<file path="src/rtl/fir_coeff_pkg.sv">
// Shared sizing, FSM encoding and error-flag indices for the double-buffered
// FIR coefficient bank.
package fir_coeff_pkg;

    localparam int NLANES = 4;
    localparam int NADDR  = 4;
    localparam int CW     = 8;
    localparam int WW     = 16;
    localparam int AW     = 2;
    localparam int ERR_W  = 8;

    // Shadow-load / swap controller encoding
    localparam logic [1:0] ST_IDLE    = 2'd0;
    localparam logic [1:0] ST_LOADING = 2'd1;
    localparam logic [1:0] ST_PENDING = 2'd2;
    localparam logic [1:0] ST_COMMIT  = 2'd3;

    // Sticky out_err bit positions; bits above ERR_PEND read as zero
    localparam int ERR_RANGE = 0;
    localparam int ERR_DUP   = 1;
    localparam int ERR_PEND  = 2;

endpackage

</file>
<file path="src/rtl/fir_coeff_bank_if.sv">
// Bus bundle between a coefficient host and fir_coeff_bank (clock and reset
// stay as plain ports of the bank).
interface fir_coeff_bank_if #(
    parameter int NLANES = fir_coeff_pkg::NLANES,
    parameter int NADDR  = fir_coeff_pkg::NADDR,
    parameter int CW     = fir_coeff_pkg::CW
) ();
    localparam int WW = fir_coeff_pkg::WW;
    localparam int AW = fir_coeff_pkg::AW;

    // Strobes are sampled on the rising clock edge and act for exactly the
    // cycles they are high; the bank never back-pressures (always ready).
    // coeff_out_valid qualifies coeff_out_data two cycles after coeff_read.
    logic                      coeff_areset;
    logic [NLANES-1:0]         coeff_we;
    logic [AW-1:0]             coeff_adr;
    logic [NLANES*WW-1:0]      coeff_in_data;
    logic                      coeff_read;
    logic [NLANES-1:0]         coeff_out_valid;
    logic [NLANES*WW-1:0]      coeff_out_data;
    logic                      swap_ok;
    logic [NLANES*NADDR*CW-1:0] coeff_active;
    logic                      coeff_update;
    logic                      loaded;
    logic [7:0]                out_err;

    modport master (
        output coeff_areset, coeff_we, coeff_adr, coeff_in_data, coeff_read, swap_ok,
        input  coeff_out_valid, coeff_out_data, coeff_active, coeff_update, loaded, out_err
    );

    modport slave (
        input  coeff_areset, coeff_we, coeff_adr, coeff_in_data, coeff_read, swap_ok,
        output coeff_out_valid, coeff_out_data, coeff_active, coeff_update, loaded, out_err
    );

endinterface

</file>
<file path="src/rtl/fir_coeff_lane.sv">
// One coefficient lane: shadow and active word arrays, per-word written
// flags and a two-stage registered read path off the shadow array.
module fir_coeff_lane #(
    parameter int NADDR = fir_coeff_pkg::NADDR,
    parameter int CW    = fir_coeff_pkg::CW,
    parameter int WW    = fir_coeff_pkg::WW,
    parameter int AW    = fir_coeff_pkg::AW
) (
    input  logic                clk_i,
    input  logic                rst_ni,
    input  logic                areset_i,
    input  logic                we_i,
    input  logic [AW-1:0]       adr_i,
    input  logic [WW-1:0]       wdata_i,
    input  logic                read_i,
    input  logic                commit_i,
    output logic                rd_valid_o,
    output logic [WW-1:0]       rd_data_o,
    output logic [NADDR*CW-1:0] active_o,
    output logic                full_d_o,
    output logic                range_err_o,
    output logic                dup_err_o
);

    logic [NADDR-1:0][CW-1:0] shadow_q, shadow_d;
    logic [NADDR-1:0][CW-1:0] active_q, active_d;
    logic [NADDR-1:0]         written_q, written_d;
    logic                     s1_valid_q;
    logic [CW-1:0]            s1_data_q;
    logic                     rd_valid_q;
    logic [WW-1:0]            rd_data_q;

    // Clear wins over a same-cycle write; commit copies the pre-edge shadow.
    always_comb begin
        shadow_d  = shadow_q;
        written_d = written_q;
        active_d  = active_q;
        if (areset_i) begin
            shadow_d  = '0;
            written_d = '0;
        end else if (we_i) begin
            shadow_d[adr_i]  = wdata_i[CW-1:0];
            written_d[adr_i] = 1'b1;
        end
        if (commit_i) begin
            active_d = shadow_q;
        end
    end

    always_ff @(posedge clk_i or negedge rst_ni) begin
        if (!rst_ni) begin
            shadow_q   <= '0;
            active_q   <= '0;
            written_q  <= '0;
            s1_valid_q <= 1'b0;
            s1_data_q  <= '0;
            rd_valid_q <= 1'b0;
            rd_data_q  <= '0;
        end else begin
            shadow_q   <= shadow_d;
            active_q   <= active_d;
            written_q  <= written_d;
            // Sampling shadow_q (not shadow_d) gives read-before-write and
            // lets reads in flight survive a coefficient clear.
            s1_valid_q <= read_i;
            s1_data_q  <= read_i ? shadow_q[adr_i] : '0;
            rd_valid_q <= s1_valid_q;
            rd_data_q  <= s1_valid_q ? {{(WW-CW){s1_data_q[CW-1]}}, s1_data_q} : '0;
        end
    end

    assign rd_valid_o  = rd_valid_q;
    assign rd_data_o   = rd_data_q;
    assign active_o    = active_q;
    assign full_d_o    = &written_d;
    assign range_err_o = we_i & (wdata_i[WW-1:CW] != {(WW-CW){wdata_i[CW-1]}});
    assign dup_err_o   = we_i & written_q[adr_i];

endmodule

</file>
<file path="src/rtl/fir_coeff_bank.sv">
// Double-buffered FIR coefficient store: hosts load a shadow bank lane by
// lane, and the complete set is swapped into the live bank at a safe point.
module fir_coeff_bank #(
    parameter int NLANES = fir_coeff_pkg::NLANES,
    parameter int NADDR  = fir_coeff_pkg::NADDR,
    parameter int CW     = fir_coeff_pkg::CW
) (
    input  logic            clk,
    input  logic            reset_n,
    fir_coeff_bank_if.slave bus,
    output logic [1:0]      dbg_state_o
);
    import fir_coeff_pkg::*;

    localparam int LW = NADDR * CW;

    logic [1:0]           state_q, state_d;
    logic [2:0]           err_q, err_d;
    logic [NLANES-1:0]    lane_full, lane_range_err, lane_dup_err, rd_valid;
    logic [NLANES*WW-1:0] rd_data;
    logic [NLANES*LW-1:0] active;
    logic                 any_we, all_full, commit;

    assign any_we   = |bus.coeff_we;
    assign all_full = &lane_full;
    // A write in PENDING reopens loading, so it also blocks the swap.
    assign commit   = (state_q == ST_PENDING) && !any_we && bus.swap_ok && !bus.coeff_areset;

    for (genvar k = 0; k < NLANES; k++) begin : g_lane
        fir_coeff_lane #(
            .NADDR (NADDR),
            .CW    (CW),
            .WW    (WW),
            .AW    (AW)
        ) u_lane (
            .clk_i       (clk),
            .rst_ni      (reset_n),
            .areset_i    (bus.coeff_areset),
            .we_i        (bus.coeff_we[k]),
            .adr_i       (bus.coeff_adr),
            .wdata_i     (bus.coeff_in_data[WW*k +: WW]),
            .read_i      (bus.coeff_read),
            .commit_i    (commit),
            .rd_valid_o  (rd_valid[k]),
            .rd_data_o   (rd_data[WW*k +: WW]),
            .active_o    (active[LW*k +: LW]),
            .full_d_o    (lane_full[k]),
            .range_err_o (lane_range_err[k]),
            .dup_err_o   (lane_dup_err[k])
        );
    end

    always_comb begin
        state_d = state_q;
        case (state_q)
            ST_IDLE:    if (any_we) state_d = ST_LOADING;
            ST_LOADING: if (all_full) state_d = ST_PENDING;
            ST_PENDING: begin
                if (any_we) begin
                    state_d = ST_LOADING;
                end else if (bus.swap_ok) begin
                    state_d = ST_COMMIT;
                end
            end
            ST_COMMIT:  state_d = ST_IDLE;
            default:    state_d = ST_IDLE;
        endcase
        if (bus.coeff_areset) begin
            state_d = ST_IDLE;
        end
    end

    always_comb begin
        err_d = err_q;
        if (|lane_range_err) err_d[ERR_RANGE] = 1'b1;
        if (|lane_dup_err) err_d[ERR_DUP] = 1'b1;
        if (any_we && (state_q == ST_PENDING)) err_d[ERR_PEND] = 1'b1;
        if (bus.coeff_areset) begin
            err_d = '0;
        end
    end

    always_ff @(posedge clk or negedge reset_n) begin
        if (!reset_n) begin
            state_q <= ST_IDLE;
            err_q   <= '0;
        end else begin
            state_q <= state_d;
            err_q   <= err_d;
        end
    end

    // Flags come straight from the state register, so the update pulse lines
    // up with the edge on which the active words change.
    assign bus.loaded          = (state_q == ST_PENDING);
    assign bus.coeff_update    = (state_q == ST_COMMIT);
    assign bus.out_err         = {{(ERR_W-3){1'b0}}, err_q};
    assign bus.coeff_out_valid = rd_valid;
    assign bus.coeff_out_data  = rd_data;
    assign bus.coeff_active    = active;
    assign dbg_state_o         = state_q;

endmodule

</file>
<file path="src/flat_wrapper.sv">
// flat-port wrapper written by rule: the top's interface ports become plain ports
module fir_coeff_bank_flat import fir_coeff_pkg::*;
#(
    parameter int NLANES = fir_coeff_pkg::NLANES,
    parameter int NADDR  = fir_coeff_pkg::NADDR,
    parameter int CW     = fir_coeff_pkg::CW
)
  (clk, reset_n, dbg_state_o, bus_coeff_areset, bus_coeff_we, bus_coeff_adr, bus_coeff_in_data, bus_coeff_read, bus_swap_ok, bus_coeff_out_valid, bus_coeff_out_data, bus_coeff_active, bus_coeff_update, bus_loaded, bus_out_err);
  fir_coeff_bank_if #(.NLANES(NLANES), .NADDR(NADDR), .CW(CW)) bus_i ();
  input  logic clk;
  input  logic reset_n;
  output logic [1:0] dbg_state_o;
  input wire logic [$bits(bus_i.coeff_areset)-1:0] bus_coeff_areset;
  input wire logic [$bits(bus_i.coeff_we)-1:0] bus_coeff_we;
  input wire logic [$bits(bus_i.coeff_adr)-1:0] bus_coeff_adr;
  input wire logic [$bits(bus_i.coeff_in_data)-1:0] bus_coeff_in_data;
  input wire logic [$bits(bus_i.coeff_read)-1:0] bus_coeff_read;
  input wire logic [$bits(bus_i.swap_ok)-1:0] bus_swap_ok;
  output wire logic [$bits(bus_i.coeff_out_valid)-1:0] bus_coeff_out_valid;
  output wire logic [$bits(bus_i.coeff_out_data)-1:0] bus_coeff_out_data;
  output wire logic [$bits(bus_i.coeff_active)-1:0] bus_coeff_active;
  output wire logic [$bits(bus_i.coeff_update)-1:0] bus_coeff_update;
  output wire logic [$bits(bus_i.loaded)-1:0] bus_loaded;
  output wire logic [$bits(bus_i.out_err)-1:0] bus_out_err;
  assign bus_i.coeff_areset = bus_coeff_areset;
  assign bus_i.coeff_we = bus_coeff_we;
  assign bus_i.coeff_adr = bus_coeff_adr;
  assign bus_i.coeff_in_data = bus_coeff_in_data;
  assign bus_i.coeff_read = bus_coeff_read;
  assign bus_i.swap_ok = bus_swap_ok;
  assign bus_coeff_out_valid = bus_i.coeff_out_valid;
  assign bus_coeff_out_data = bus_i.coeff_out_data;
  assign bus_coeff_active = bus_i.coeff_active;
  assign bus_coeff_update = bus_i.coeff_update;
  assign bus_loaded = bus_i.loaded;
  assign bus_out_err = bus_i.out_err;
  fir_coeff_bank #(.NLANES(NLANES), .NADDR(NADDR), .CW(CW)) u_core (.clk(clk), .reset_n(reset_n), .bus(bus_i), .dbg_state_o(dbg_state_o));
endmodule
</file>
<file path="config.mk">
export PLATFORM = sky130hd
export DESIGN_NAME = fir_coeff_bank_flat
export DESIGN_NICKNAME = d
export VERILOG_FILES = /design/src/rtl/fir_coeff_pkg.sv /design/src/rtl/fir_coeff_bank_if.sv /design/src/rtl/fir_coeff_lane.sv /design/src/rtl/fir_coeff_bank.sv /design/src/flat_wrapper.sv
export SDC_FILE = /design/constraint.sdc
export NUM_CORES = 1
export LEC_CHECK = 0
export BUFFER_PORTS_ARGS = -buffer_cell sky130_fd_sc_hd__buf_2
export CAP_MARGIN = 20
export CORE_AREA = 8 8 173 175
export CTS_CLUSTER_DIAMETER = 50
export DETAILED_ROUTE_END_ITERATION = 6
export DIE_AREA = 0 0 181 183
export GPL_ROUTABILITY_DRIVEN = 1
export PLACE_DENSITY = 0.79
export SLEW_MARGIN = 20
export SYNTH_ARGS = -nofsm -noshare
export SYNTH_HDL_FRONTEND = slang
export SYNTH_SLANG_ARGS = --single-unit
</file>
<file path="constraint.sdc">
create_clock -name clk -period 2.1 [get_ports clk]
set_clock_uncertainty 0.15 [all_clocks]
set_input_delay 0.21 -clock clk [delete_from_list [all_inputs] [get_ports clk]]
set_output_delay 0.21 -clock clk [all_outputs]
set_load 0.02 [all_outputs]
</file>
==> results of run 1 <==
worst max path at each step:
stage                                                 start  cells after the start                                                to
after detailed placement                    bus_coeff_we[0]                      7  u_core.g_lane[0].u_lane.active_o[21]$_DFFE_PN0P_
after floorplan                             bus_coeff_we[3]                      7   u_core.g_lane[0].u_lane.active_o[0]$_DFFE_PN0P_
after global routing                        bus_coeff_we[3]                      8                 u_core.dbg_state_o[1]$_DFFE_PN0P_
after global placement                      bus_coeff_we[0]                      7   u_core.g_lane[0].u_lane.active_o[3]$_DFFE_PN0P_
final                                       bus_coeff_we[3]                      8                 u_core.dbg_state_o[1]$_DFFE_PN0P_
after CTS                 u_core.dbg_state_o[1]$_DFFE_PN0P_                      6  u_core.g_lane[0].u_lane.active_o[11]$_DFFE_PN0P_
cells in the mapped netlist, types with 11 or more instances:
cell / instances
nand3_1: 62
dfrtp_1: 343
buf_1: 11
mux4_2: 36
nand2_1: 223
mux2_4: 120
buf_12: 11
nor2_1: 30
buf_4: 43
a21oi_1: 140
clkbuf_1: 39
and2_1: 69
power by group:
group / switching (mW) / internal (mW)
Sequential: 0.109 / 6.73
Combinational: 0.629 / 0.356
Clock: 2.69 / 4.22
Total: 3.43 / 11.3
worst max-delay path, cell delays in order:
cell           delay (ns)
buf_2                0.10
dlygate4sd3_1        0.55
buf_4                0.20
nand3b_1             0.14
a221oi_1             0.35
nand4_1              0.20
a2111oi_4            0.41
a31o_2               0.21
stage by stage:
stage | TNS (ns) | utilization (%) | area [um^2]
after floorplan | 0 | - | 14900
after global placement | -6.69 | 60.3 | 16500
after detailed placement | -6.51 | 60.3 | 16500
after CTS | 0 | 66.5 | 18200
after global routing | 0 | 66.6 | 18200
final | 0 | 66.6 | 18200
sequential cells by signal (all words and copies together), names as in the netlist:
signal	flops
u_core.dbg_state_o	2
u_core.err_q	3
u_core.g_lane.u_lane.active_o	128
u_core.g_lane.u_lane.rd_data_o	32
u_core.g_lane.u_lane.rd_valid_o	1
u_core.g_lane.u_lane.s1_data_q	32
u_core.g_lane.u_lane.s1_valid_q	1
u_core.g_lane.u_lane.shadow_q	128
u_core.g_lane.u_lane.written_q	16
metal layers:
layer  part of all wire [%]  vias up
met4                    3.7        2
li1                       -     4697
met3                    8.9      117
met2                     47      553
met5                  0.032        -
met1                     40     5309
area by class of cell:
cell class | instances | area (um^2)
Antenna cell | 3 | 7.51
Clock buffer | 52 | 1150
Clock inverter | 15 | 173
Fill cell | 1945 | 9120
Inverter | 2 | 7.51
Multi-Input combinational cell | 748 | 5560
Sequential cell | 343 | 8580
Tap cell | 346 | 433
Timing Repair Buffer | 367 | 2290
cells by family after synthesis:
family | after synthesis | share of synthesized area, %
AO/OA/AOI/OAI | 160 | 5.74
buffers and inverters | 118 | 5.53
flip-flops | 343 | 57.6
multiplexers | 166 | 18.3
other | 1 | 0.0252
AND/OR/NAND/NOR | 417 | 12.8
placed cells by master, fill, tap and decap left out, drive strengths merged, types with 7 or more instances in the layout:
master / synthesis / routed
mux4: 36 / 36
dlygate4sd3: 0 / 37
nand2: 224 / 224
mux2: 128 / 128
nor2: 30 / 30
buf: 77 / 330
clkbuf: 39 / 52
a21oi: 140 / 140
nand3: 62 / 62
and2: 69 / 69
dfrtp: 343 / 343
nand4: 7 / 7
repair_timing:
action / in CTS / in global routing
setup endpoints to repair: 0 / 30
hold buffers: 37 / 0
gates resized for setup: 0 / 2
endpoints found under the hold margin: 477 / 0
==> run metrics, run 1 <==
status completed; TritonCTS clock tree done; Die Width 181 um; Final period util 98.7%; Worst-path clk slew approximately 0.060 ns; grt met2 use between 30% and 40%; Slew Viols, Final 0; Yosys top cell by area dfrtp_1; Place WS -0.0918 ns; Worst-Skew Late Latency about 0.52 ns; largest cells by area after synthesis dfrtp_1 (58%), mux2_4 (12%), nand2_1 (5.6%), mux4_2 (5.4%), a21oi_1 (4.7%); Starting Density a little over half; Async S/R FF share, synth 100%; DP Wirelength 27400 um; met3 usage under 10%; CP arrival around 2.4 ns; # rows 61; Nets between 1500 and 2000; Tightest Pin Transition 0.634 ns; share of cells above drive strength 1 between 30% and 40%; Port Buffers between 200 and 300; RSZ-0062 raised after global routing no; Hold Path Stages 5; Max Freq ~480 MHz; Layout Cells excl Fill roughly 1900; antenna violations before repair 4; PnR Total Power approximately 15 mW; endpoints failing setup 0; first-pass GRT wire length ~65000 um; crit path capture type flip-flop; CTS HTree Levels 2; postcts setup bufs 0; total I/O pin count ~280; max_cap viols 0; DRT Wirelength approximately 41000 um; Synth Area per Inst approximately 12 um^2; reg2reg start u_core.dbg_state_o[1]$_DFFE_PN0P_; placed cell count 1769; wire per inst approximately 22 um; post-layout worst setup margin ~0.028 ns; vias in the first global route approximately 12000; pin count of the biggest net entering global routing between 100 and 150; Worst Hold Launch bus_coeff_in_data[27]; number of synthesized flops with an enable pin 0; area share of the largest cell type after synthesis between 50 and 60%; R2R setup slack about 0.11 ns; worst-case vdd ir drop roughly 490 uV; CTS Buffer Depth 3; Post-DRT Antenna Nets 0; Fin. Hold Viols 0; die area 33100 um^2; CP startpoint kind input pin; TritonCTS buffer count 39; Synth Warn # 0; Num Clock Sinks 343; Lkg Pwr 9.49 nW; worst r2r dst u_core.g_lane[0].u_lane.active_o[11]$_DFFE_PN0P_; Hold Crit Class in2reg; Yosys reg bits roughly 340; Yosys cell types 41; crit path max fanout 13; reg2reg path depth 6; Total GRT Usage between 20% and 30%; Synth Flop Type dfrtp_1; Core Region around 27000 um^2; Most Crowded Layer GR met2; DRC 0; hold endpoint u_core.err_q[0]$_DFFE_PN0P_; Cell Area, Synth 14900 um^2; Slew HR approximately 58%; DRT iter0 DRCs between 1000 and 1500; root buf cell clkbuf_16; grt ovf 0; met1 Track Usage GR between 30% and 40%; area overhead of the layout relative to synthesis 22.2%; WS Path Type in2reg; pwr dens ~810 nW/um^2; Hold Slack about 0.0086 ns; DR vias/cell ~5.7; Tmin final 2.07 ns; die height 183 um; Req. time, crit path 2.40 ns; Syn Inst Count about 1200; sequential area share after synthesis ~58%; vias after detailed routing 10700; Pre-antenna DRT Iters 6; Final GP Congestion about 0.83
Power figures use the tool's default switching activity.
==> run 2, diff against run 1 <==
--- a/config.mk
+++ b/config.mk
@@ -13,7 +13,8 @@
 export DIE_AREA = 0 0 181 183
 export GPL_ROUTABILITY_DRIVEN = 1
 export PLACE_DENSITY = 0.79
-export SLEW_MARGIN = 20
+export SLEW_MARGIN = 0
 export SYNTH_ARGS = -nofsm -noshare
 export SYNTH_HDL_FRONTEND = slang
+export SYNTH_HIERARCHICAL = 1
 export SYNTH_SLANG_ARGS = --single-unit
==> run metrics, run 2 <==
placed cell count 1680 (was 1769); pwr dens 840 nW/um^2 (was 810 nW/um^2); first-pass GRT wire length 58000 um (was 65000 um); Syn Inst Count 1099 (was 1205); Layout Cells excl Fill 1790 (was 1876); delay-heaviest family, CP buffers and inverters (was compound AO/OA/AOI/OAI gates); Core Region 27300 um^2 (unchanged); grt ovf 0 (unchanged); Cell Area, Synth 14700 um^2 (was 14900 um^2); die height 183 um (unchanged); DP Wirelength 24800 um (was 27400 um); number of synthesized flops with an enable pin 0 (unchanged); Final period util 95.1% (was 98.7%); # fillers 1995 (was 1945); # rows 61 (unchanged); TritonCTS buffer count 39 (unchanged); Worst-path clk slew 0.06 ns (about the same); Clock power frac 48.4% (was 46.9%); pin count of the biggest net entering global routing 74 (was 108); Hold Crit Class in2async (was in2reg); most numerous cell in the Yosys netlist dfrtp_1 (unchanged); Tightest Pin Transition 0.640 ns (was 0.634 ns); area post-placement 16400 um^2 (was 16500 um^2); Lkg Pwr 9.83 nW (was 9.49 nW); WS Path Type in2reg (unchanged); Req. time, crit path 2.37 ns (was 2.40 ns); synth cell count leaders dfrtp_1 (349), mux2_2 (120), nor2_1 (115) (was dfrtp_1 (343), nand2_1 (223), a21oi_1 (140)); largest cells by area after synthesis dfrtp_1 (59%), mux2_2 (9.2%), mux2i_1 (6.8%), mux4_1 (4.3%), and2_1 (3.1%) (was dfrtp_1 (58%), mux2_4 (12%), nand2_1 (5.6%), mux4_2 (5.4%), a21oi_1 (4.7%)); met1 Track Usage GR 27.1% (was 31.3%); root buf cell clkbuf_16 (unchanged); multi-input logic area 5280 um^2 (was 5560 um^2); critical path cell sequence dlygate4sd3_1, buf_2, buf_4, inv_1, o221ai_1, and2_1, and4_1, or4b_1, o31ai_1 (was buf_2, dlygate4sd3_1, buf_4, nand3b_1, a221oi_1, nand4_1, a2111oi_4, a31o_2); Net Sw Frac 22.3% (was 23.3%); Pre-antenna DRT Iters 5 (was 6); worst-case vdd ir drop 597 uV (was 493 uV); Slew HR 57.1% (was 57.7%); Worst-Skew Late Latency 0.52 ns (about the same); Yosys cell types 34 (was 41); Slew Viols, Final 0 (unchanged); WP buf/inv 4 (was 3); crit path max fanout 8 (was 13); DRT iter0 DRCs 563 (was 1013); status completed (unchanged); share of cells above drive strength 1 37.5% (was 37.2%); Num Clock Sinks 349 (was 343); antenna violations before repair 2 (was 4); area share of the largest cell type after synthesis 59.4% (was 57.6%); Synth Area per Inst 13.4 um^2 (was 12.4 um^2); Fin. Hold Viols 0 (unchanged); CP arrival 2.27 ns (was 2.37 ns); Net Sw Power 3.42 mW (was 3.43 mW); wire per inst 20.4 um (was 21.8 um); Async S/R FF share, synth 100% (unchanged); Internal Power 11.9 mW (was 11.3 mW); Synth Flop Type dfrtp_1 (unchanged); Synth Warn # 6 (was 0); CTS Buffer Depth 3 (unchanged); combinational group share of total power 6.2% (was 6.7%); Starting Density 53.8% (was 54.5%); most common cell after layout, fill and taps aside dfrtp_1 (unchanged); Nets 1490 (was 1576); endpoints failing setup 0 (unchanged); Final GP Congestion 0.775 (was 0.826); Tmin final 2.00 ns (was 2.07 ns); Most Crowded Layer GR met2 (unchanged); Max Freq 501 MHz (was 483 MHz); area overhead of the layout relative to synthesis 24.0% (was 22.2%); CTS HTree Levels 2 (unchanged); max_cap viols 0 (unchanged); die area 33100 um^2 (unchanged); Yosys reg bits 349 (was 343); Post-DRT Antenna Nets 0 (unchanged); post-route cell area 18200 um^2 (about the same); met3 usage 5.07% (was 6.47%); R2R setup slack 0.22 ns (was 0.11 ns); most frequent cells in the layout dfrtp_1 (349), buf_2 (274), mux2_2 (120), nor2_1 (115), mux2i_1 (100) (was dfrtp_1 (343), buf_2 (274), nand2_1 (223), a21oi_1 (140), mux2_4 (120)); vias in the first global route 10400 (was 11500); setup_tns 0 ns (unchanged); sequential power share 45.4% (was 46.4%); CP max stage cell dlygate4sd3_1 (unchanged); sequential area share after synthesis 59.4% (was 57.6%); vias after detailed routing 9778 (was 10700); RSZ-0062 raised after global routing no (unchanged); Largest stage delay, worst path 0.56 ns (was 0.55 ns); DR vias/cell 5.46 (was 5.69); Port Buffers 277 (unchanged); TritonCTS clock tree done (unchanged); reg2reg start u_core/g_lane[3].u_lane/written_q[0]$_DFF_PN0_ (was u_core.dbg_state_o[1]$_DFFE_PN0P_); CP startpoint kind input pin (unchanged); crit path capture type flip-flop (unchanged); DRC 0 (unchanged); Die Width 181 um (unchanged); Total GRT Usage 21.8% (was 24.6%); Hold Slack 0.0436 ns (was 0.00863 ns); postcts setup bufs 0 (unchanged); DRT Wirelength 36500 um (was 40900 um); Yosys top cell by area dfrtp_1 (unchanged); total I/O pin count 283 (unchanged); Critical Path Start bus_coeff_we[3] (unchanged); register area 8730 um^2 (was 8580 um^2); grt met2 use 37.4% (was 39.5%)
[run 2: cell count changes in the layout (fill, tap and decap cells not counted), sizes merged, moves of 5 or more]
cell | before | now
nand2 | 224 | 69
nand3 | 62 | 12
mux2i | 2 | 100
bufinv | 3 | 8
nor2 | 30 | 115
dfrtp | 343 | 349
nand3b | 1 | 13
nor3 | 6 | 14
a21oi | 140 | 45
inv | 6 | 15
[run 2: final timing paths]
| path | to | cells past startpoint |
|---|---|---|
| worst max-delay path | u_core/dbg_state_o[0]$_DFFE_PN0P_ | 9 |
| worst min-delay path | u_core/g_lane[1].u_lane/rd_data_o[1]$_DFF_PN0_ | 2 |
| worst max register to register | u_core/dbg_state_o[0]$_DFFE_PN0P_ | 6 |
| worst min register to register | u_core/g_lane[1].u_lane/rd_data_o[4]$_DFF_PN0_ | 1 |
| max in group asynchronous | u_core/g_lane[3].u_lane/active_o[4]$_DFFE_PN0P_ | 3 |
| min in group clk | u_core/g_lane[1].u_lane/written_q[2]$_DFF_PN0_ | 3 |
[run 2: layout make-up]
type,count,area share [%]
Antenna cell,1,0.0137
Clock buffer,49,5.95
Clock inverter,20,1.85
Inverter,12,0.247
Multi-Input combinational cell,645,29.0
Sequential cell,349,47.9
Tap cell,346,2.37
Timing Repair Buffer,368,12.7
[run 2: timing repair]
action                                  in CTS  in global routing
endpoints found under the setup margin       0                  4
endpoints found under the hold margin      489                  0
resized for setup                            0                  1
hold buffers                                40                  0
[run 2: worst reg2reg max path, cell delays in order, from the launching register on]
cell      delay, ns
dfrtp_1        0.42
mux2i_1        0.16
o221ai_1       0.14
and2_1         0.18
and4_1         0.19
or4b_1         0.47
o31ai_1        0.09
[run 2: metrics by stage]
stage | setup WS [ns] | util, % | total power, mW
2_1_floorplan | 0.0636 | - | 7.52
3_3_place_gp | 0.104 | 60.0 | 7.95
3_5_place_dp | 0.0755 | 60.0 | 7.98
4_1_cts | 0.0663 | 66.7 | 15.5
5_1_grt | 0.0244 | 66.7 | 15.8
6_report | 0.102 | 66.7 | 15.3
[run 2: power by group through the flow]
stage,clock network (mW),logic [mW],registers (mW)
5_1_grt,7.82,1.05,6.98
4_1_cts,7.54,0.964,6.96
2_1_floorplan,0,0.453,7.07
6_report,7.41,0.953,6.96
3_3_place_gp,0,0.876,7.07
3_5_place_dp,0,0.898,7.08
[run 2: kinds of logic (layout without fill, tap and decap cells)]
logic type	Yosys count	count (layout)	share of synthesized area (%)
buffers and inverters	109	449	4.95
AOI/OAI and AO/OA	54	54	2.13
DFF	349	349	59.4
and+or+nand+nor	322	322	10.8
muxes	264	264	22.7
other	1	6	0.0255
[run 2: per-layer routing]
layer	up-vias	part of all wire, %
met1	4999	41
met2	291	50
met4	2	2.8
li1	4415	-
met5	-	0.036
met3	71	5.5
